[config.mk]
export PLATFORM = sky130hd
export DESIGN_NAME = pe_mac_param
export DESIGN_NICKNAME = d
export VERILOG_FILES = /design/src/rtl/pe_mac_param.sv
export SDC_FILE = /design/constraint.sdc
export NUM_CORES = 1
export LEC_CHECK = 0
export CAP_MARGIN = 15
export CORE_MARGIN = 3
export CORE_UTILIZATION = 56
export DETAILED_ROUTE_END_ITERATION = 10
export GPL_ROUTABILITY_DRIVEN = 0
export PLACE_DENSITY = 0.88
export SYNTH_ARGS = -nofsm -noshare
export SYNTH_HDL_FRONTEND = slang
export SYNTH_SLANG_ARGS = --single-unit
[constraint.sdc]
create_clock -name clk -period 5.6 [get_ports clk]
set_input_delay 1.4 -clock clk [delete_from_list [all_inputs] [get_ports clk]]
set_output_delay 1.4 -clock clk [all_outputs]
set_load 0.02 [all_outputs]
[src/rtl/pe_mac_param.sv]
`default_nettype none
// ---------------------------------------------------------------------------
// pe_mac_param: systolic-array processing element with a pipelined unsigned
// multiply-accumulate and a shift-chain output. Revision 1.0
// ---------------------------------------------------------------------------
module pe_mac_param #(
  parameter int DATA_W = 8,
  parameter int ACC_W  = 2*DATA_W+4,
  parameter int SAT    = 1
) (
  input  logic              clk,
  input  logic              rst,
  input  logic [1:0]        mode,
  input  logic              valid_in,
  input  logic [DATA_W-1:0] a_in,
  input  logic [DATA_W-1:0] b_in,
  input  logic [ACC_W-1:0]  c_in,
  output logic [DATA_W-1:0] a_out,
  output logic [DATA_W-1:0] b_out,
  output logic              valid_out,
  output logic [ACC_W-1:0]  c_out,
  output logic              ovf
);

  localparam logic [1:0] MODE_COMPUTE = 2'b00;
  localparam logic [1:0] MODE_SHIFT   = 2'b01;
  localparam logic [1:0] MODE_CLEAR   = 2'b10;
  localparam logic [1:0] MODE_HOLD    = 2'b11;
  localparam int         PAD_W        = ACC_W + 1 - 2*DATA_W;

  logic [2*DATA_W-1:0] prod;
  logic                pv;
  logic [ACC_W-1:0]    acc;

  logic [2*DATA_W-1:0] prod_next;
  logic                pv_next;
  logic [ACC_W:0]      sum;
  logic [ACC_W-1:0]    acc_next;

  always_comb begin
    pv_next   = valid_in && (mode == MODE_COMPUTE);
    prod_next = {{DATA_W{1'b0}}, a_in} * {{DATA_W{1'b0}}, b_in};
    // One extra bit on the sum makes the carry-out the overflow indicator.
    sum       = {1'b0, acc} + {{PAD_W{1'b0}}, prod};
    if (sum[ACC_W] && (SAT != 0))
      acc_next = '1;
    else
      acc_next = sum[ACC_W-1:0];
  end

  always_ff @(posedge clk) begin
    if (rst) begin
      a_out     <= '0;
      b_out     <= '0;
      valid_out <= 1'b0;
      prod      <= '0;
      pv        <= 1'b0;
      acc       <= '0;
      c_out     <= '0;
      ovf       <= 1'b0;
    end else begin
      a_out     <= a_in;
      b_out     <= b_in;
      valid_out <= valid_in;
      pv        <= pv_next;
      prod      <= pv_next ? prod_next : '0;

      // CLEAR drops the in-flight product; every other mode drains it.
      if (mode == MODE_CLEAR) begin
        acc <= '0;
        ovf <= 1'b0;
      end else if (pv) begin
        acc <= acc_next;
        if (sum[ACC_W])
          ovf <= 1'b1;
      end

      case (mode)
        MODE_COMPUTE: c_out <= acc;
        MODE_SHIFT:   c_out <= c_in;
        MODE_CLEAR,
        MODE_HOLD:    c_out <= c_out;
        default:      c_out <= c_out;
      endcase
    end
  end

endmodule
`default_nettype wire

==> results.toml <==
[timing]
max_slew_margin_pct = 31.0
worst_slack_ns = 0.193
setup_repair_after_global_routing_missed_its_margin = "false"
worst_pin_slew_ns = 1.04
final_period_minus_worst_setup_slack_ns = 5.41
min_period_over_period_pct = 96.6
max_freq_mhz = 185
totalNegativeSetupSlack_ns = 0
finalSetupViolCount = 0
drv_slew = 0
skew_ns = 0.00983
hold_viol = 0

[place]
placement.setup.worst_slack_ns = -0.250
port_buffers = 78
postPlaceCellArea_um2 = 6630
place.detailed.instances = 831
dpl.hpwl_mm = 10.0

[final_layout]
drive_gt1_share_pct = 10.2
insertedDiodeCount = 0
fill_cells = 655
area_overhead_vs_synth_pct = 22.5
final_nets = 843
finish.cell_count_without_fillers = 846
final_design_area_no_fill_um2 = 6830
layout.core_utilization_pct = 72.2

[synth]
synth.avg_cell_area_um2 = 9.10
post_synth_num_cell_types = 54
synth.cell_area_um2 = 5580
synth-edff-count = 0
post_synth_most_frequent_cells = "75 x sky130_fd_sc_hd__dfxtp_1, 67 x sky130_fd_sc_hd__inv_1, 59 x sky130_fd_sc_hd__nor2_1, 56 x sky130_fd_sc_hd__and2_1, 52 x sky130_fd_sc_hd__ha_1"
post_synth_fa_ha_maj_area_fraction_pct = 25.0
yosys.area_share.simple_pct = 18.2
yosysTopAreaCellShare_pct = 26.9
yosysWarningCount = 0
synth_compound_gate_area_share_pct = 15.5
async_set_or_reset_flop_fraction_in_the_synthesized_netlist_pct = 0
synth_top_family_by_area = "adder cells"
syn_nets = 743
synth_area_leaders = "sky130_fd_sc_hd__dfxtp_1 27%, sky130_fd_sc_hd__fa_1 13%, sky130_fd_sc_hd__ha_1 12%"
yosysMostFrequentCell = "sky130_fd_sc_hd__dfxtp_1"
synth.yosys.seq_area_share_pct = 26.9
synth-xor-area-share_pct = 4.08
multiplexer_fraction_of_the_synthesized_cell_area_pct = 3.59
synthCells = 613
flops_latches_synth = 75
dominantRegCellSynth = "sky130_fd_sc_hd__dfxtp_1"
synth_top_cell_by_area = "sky130_fd_sc_hd__dfxtp_1"

[clock_tree]
cts.clk_slew.worst_paths_ns = 0.08
ctsHoldBuffers = 0
cts_max_path_buffers = 2
cts_repair_resize_count = 0
cts.sinks = 75
htree_levels = 3
cts_inserted_buffers = 9
post-cts-setup-buffers = 0
worstSkewPairLatency_ns = 0.36
clock_tree_from_tritoncts = "yes"
cts.root.buffer_cell = "sky130_fd_sc_hd__clkbuf_8"

[outcome]
run_status = "finished clean"

[global_routing]
grt_antenna_before_repair = 0
grt_first_pass_wirelength_mm = 21.6
grt_pass1_vias = 4786
grt_max_degree = 44
grt_usage_pct = 23.5
globalRoute.totalOverflow = 0

[setup_path]
critPathKind = "input port to register"
cp-start-kind = "input port"
required_time_at_the_endpoint_of_the_critical_path_ns = 5.84
critical_path_arrival_ns = 5.65
endpoint_kind = "register"
worstPathMaxFanout = 3

[detailed_routing]
highest_layer = "met4"
route.layer.met1.wl_mm = 5.34
route.vias.total = 4556
first_iter_violations = 183
wl_met3_um = 705
wirelength_mm = 12.6
drt-vias-per-instance = 5.39
remaining_drc_errors = 0
detailedRoute.firstPassIterationCount = 4
detail-route-antenna-nets = 0
routed_wire_length_per_instance_um = 14.9
met2_wirelength_mm = 6.29

[floorplan]
fp.dieH_um = 106
die_x_um = 106
floorplan.core_area_um2 = 9460
placementRows = 35
die_area_um2 = 11200
floorplan.initialDensity_pct = 58.9
ios = 79

[power_and_ir_drop]
power.switching_mw = 0.638
seq_power_share_pct = 32.2
power.share.switching_pct = 36.2
power_frac_clock_pct = 23.7
internal_power_mw = 1.13
p_per_area_nw_per_um2 = 258
power.combinational.fraction_pct = 44.1
leakagePower_nw = 3.09
ir_drop_mv = 0.175

[run]
max_cap_violations = 0

[min_path]
worst_hold_path_type = "register to register"
==> through the flow <==
stage,power [mW],hold WS (ns)
6_report,1.76,0.468
2_1_floorplan,1.10,0.514
3_5_place_dp,1.34,0.462
5_1_grt,1.89,0.502
3_3_place_gp,1.30,0.443
4_1_cts,1.76,0.474
==> final cells by class <==
class / count / area (µm²) / area share, %
clock inverters: 6 / 65.1 / 0.953
well taps: 129 / 161 / 2.36
repair buffers: 110 / 1020 / 15.0
multi-input cells: 450 / 3700 / 54.3
inverters: 67 / 251 / 3.68
flip-flops and latches: 75 / 1500 / 22.0
clock buffers: 9 / 124 / 1.81
==> cells by family (layout without fill, tap and decap cells) <==
kind of cell             Yosys count  in the layout
AO/OA/AOI/OAI                    122            122
buffers and inverters             88            192
AND/OR/NAND/NOR                  193            193
XOR/XNOR                          26             26
adder cells (fa/ha/maj)           89             89
multiplexers                      20             20
flip-flops                        75             75
==> routing by layer <==
layer  vias up  track usage, %
met5         -               0
met4         0            7.96
met3        32            5.02
met2       159            42.7
met1      2125            27.4
li1       2240               -
==> worst paths after layout <==
check	start	endpoint	slack, ns	depth (start not counted)
worst max-delay path	b_in[6]	prod[15]$_SDFF_PP0_	0.19	17
worst min-delay path	ovf$_SDFFE_PP0P_	ovf$_SDFFE_PP0P_	0.47	2
worst max register to register	acc[0]$_SDFFE_PP0P_	acc[14]$_SDFFE_PP0P_	2.91	10
worst min register to register	ovf$_SDFFE_PP0P_	ovf$_SDFFE_PP0P_	0.47	2
==> sequential cells by signal, summed over array words and instances, names as in the netlist <==
signal / flops
acc: 20
c_out: 20
b_out: 8
pv: 1
ovf: 1
valid_out: 1
a_out: 8
prod: 16
==> placed cells by master (no fill, tap or decap), drive strengths merged, types with 4 or more instances in the layout <==
master         netlist  routed
and2                58      58
nand2               21      21
o21a                 6       6
inv                 67      68
ha                  52      52
a21o                10      10
a21oi               59      59
xnor2               12      12
nand4                7       7
o21ai               26      26
nor2                59      59
fa                  37      37
mux2i               20      20
xor2                14      14
buf                 10      32
clkbuf              11       9
clkdlybuf4s50        0      78
and3                 4       4
nand3                6       6
a211oi               4       4
dfxtp               75      75
o211ai               4       4
nor3                 4       4
nor2b               18      18
nand2b               5       5
==> power groups by stage <==
stage / Clock, mW / Sequential [mW] / Combinational [mW]
global route: 0.445 / 0.571 / 0.879
finish: 0.418 / 0.568 / 0.777
CTS: 0.424 / 0.568 / 0.766
floorplan: 0 / 0.593 / 0.512
detailed placement: 0 / 0.580 / 0.759
global placement: 0 / 0.580 / 0.717
==> critical path, cell delays in order <==
cell	delay, ns
sky130_fd_sc_hd__clkdlybuf4s50_1	0.50
sky130_fd_sc_hd__buf_4	0.13
sky130_fd_sc_hd__nand2_1	0.06
sky130_fd_sc_hd__fa_1	0.50
sky130_fd_sc_hd__fa_1	0.55
sky130_fd_sc_hd__inv_1	0.05
sky130_fd_sc_hd__fa_1	0.54
sky130_fd_sc_hd__inv_1	0.06
sky130_fd_sc_hd__fa_1	0.41
sky130_fd_sc_hd__inv_1	0.06
sky130_fd_sc_hd__ha_1	0.23
sky130_fd_sc_hd__or2_2	0.29
sky130_fd_sc_hd__a211oi_2	0.24
sky130_fd_sc_hd__a21oi_1	0.10
sky130_fd_sc_hd__a311oi_1	0.33
sky130_fd_sc_hd__xnor2_1	0.16
sky130_fd_sc_hd__nor2_1	0.05
No activity file was read; power rests on OpenSTA's default activity.
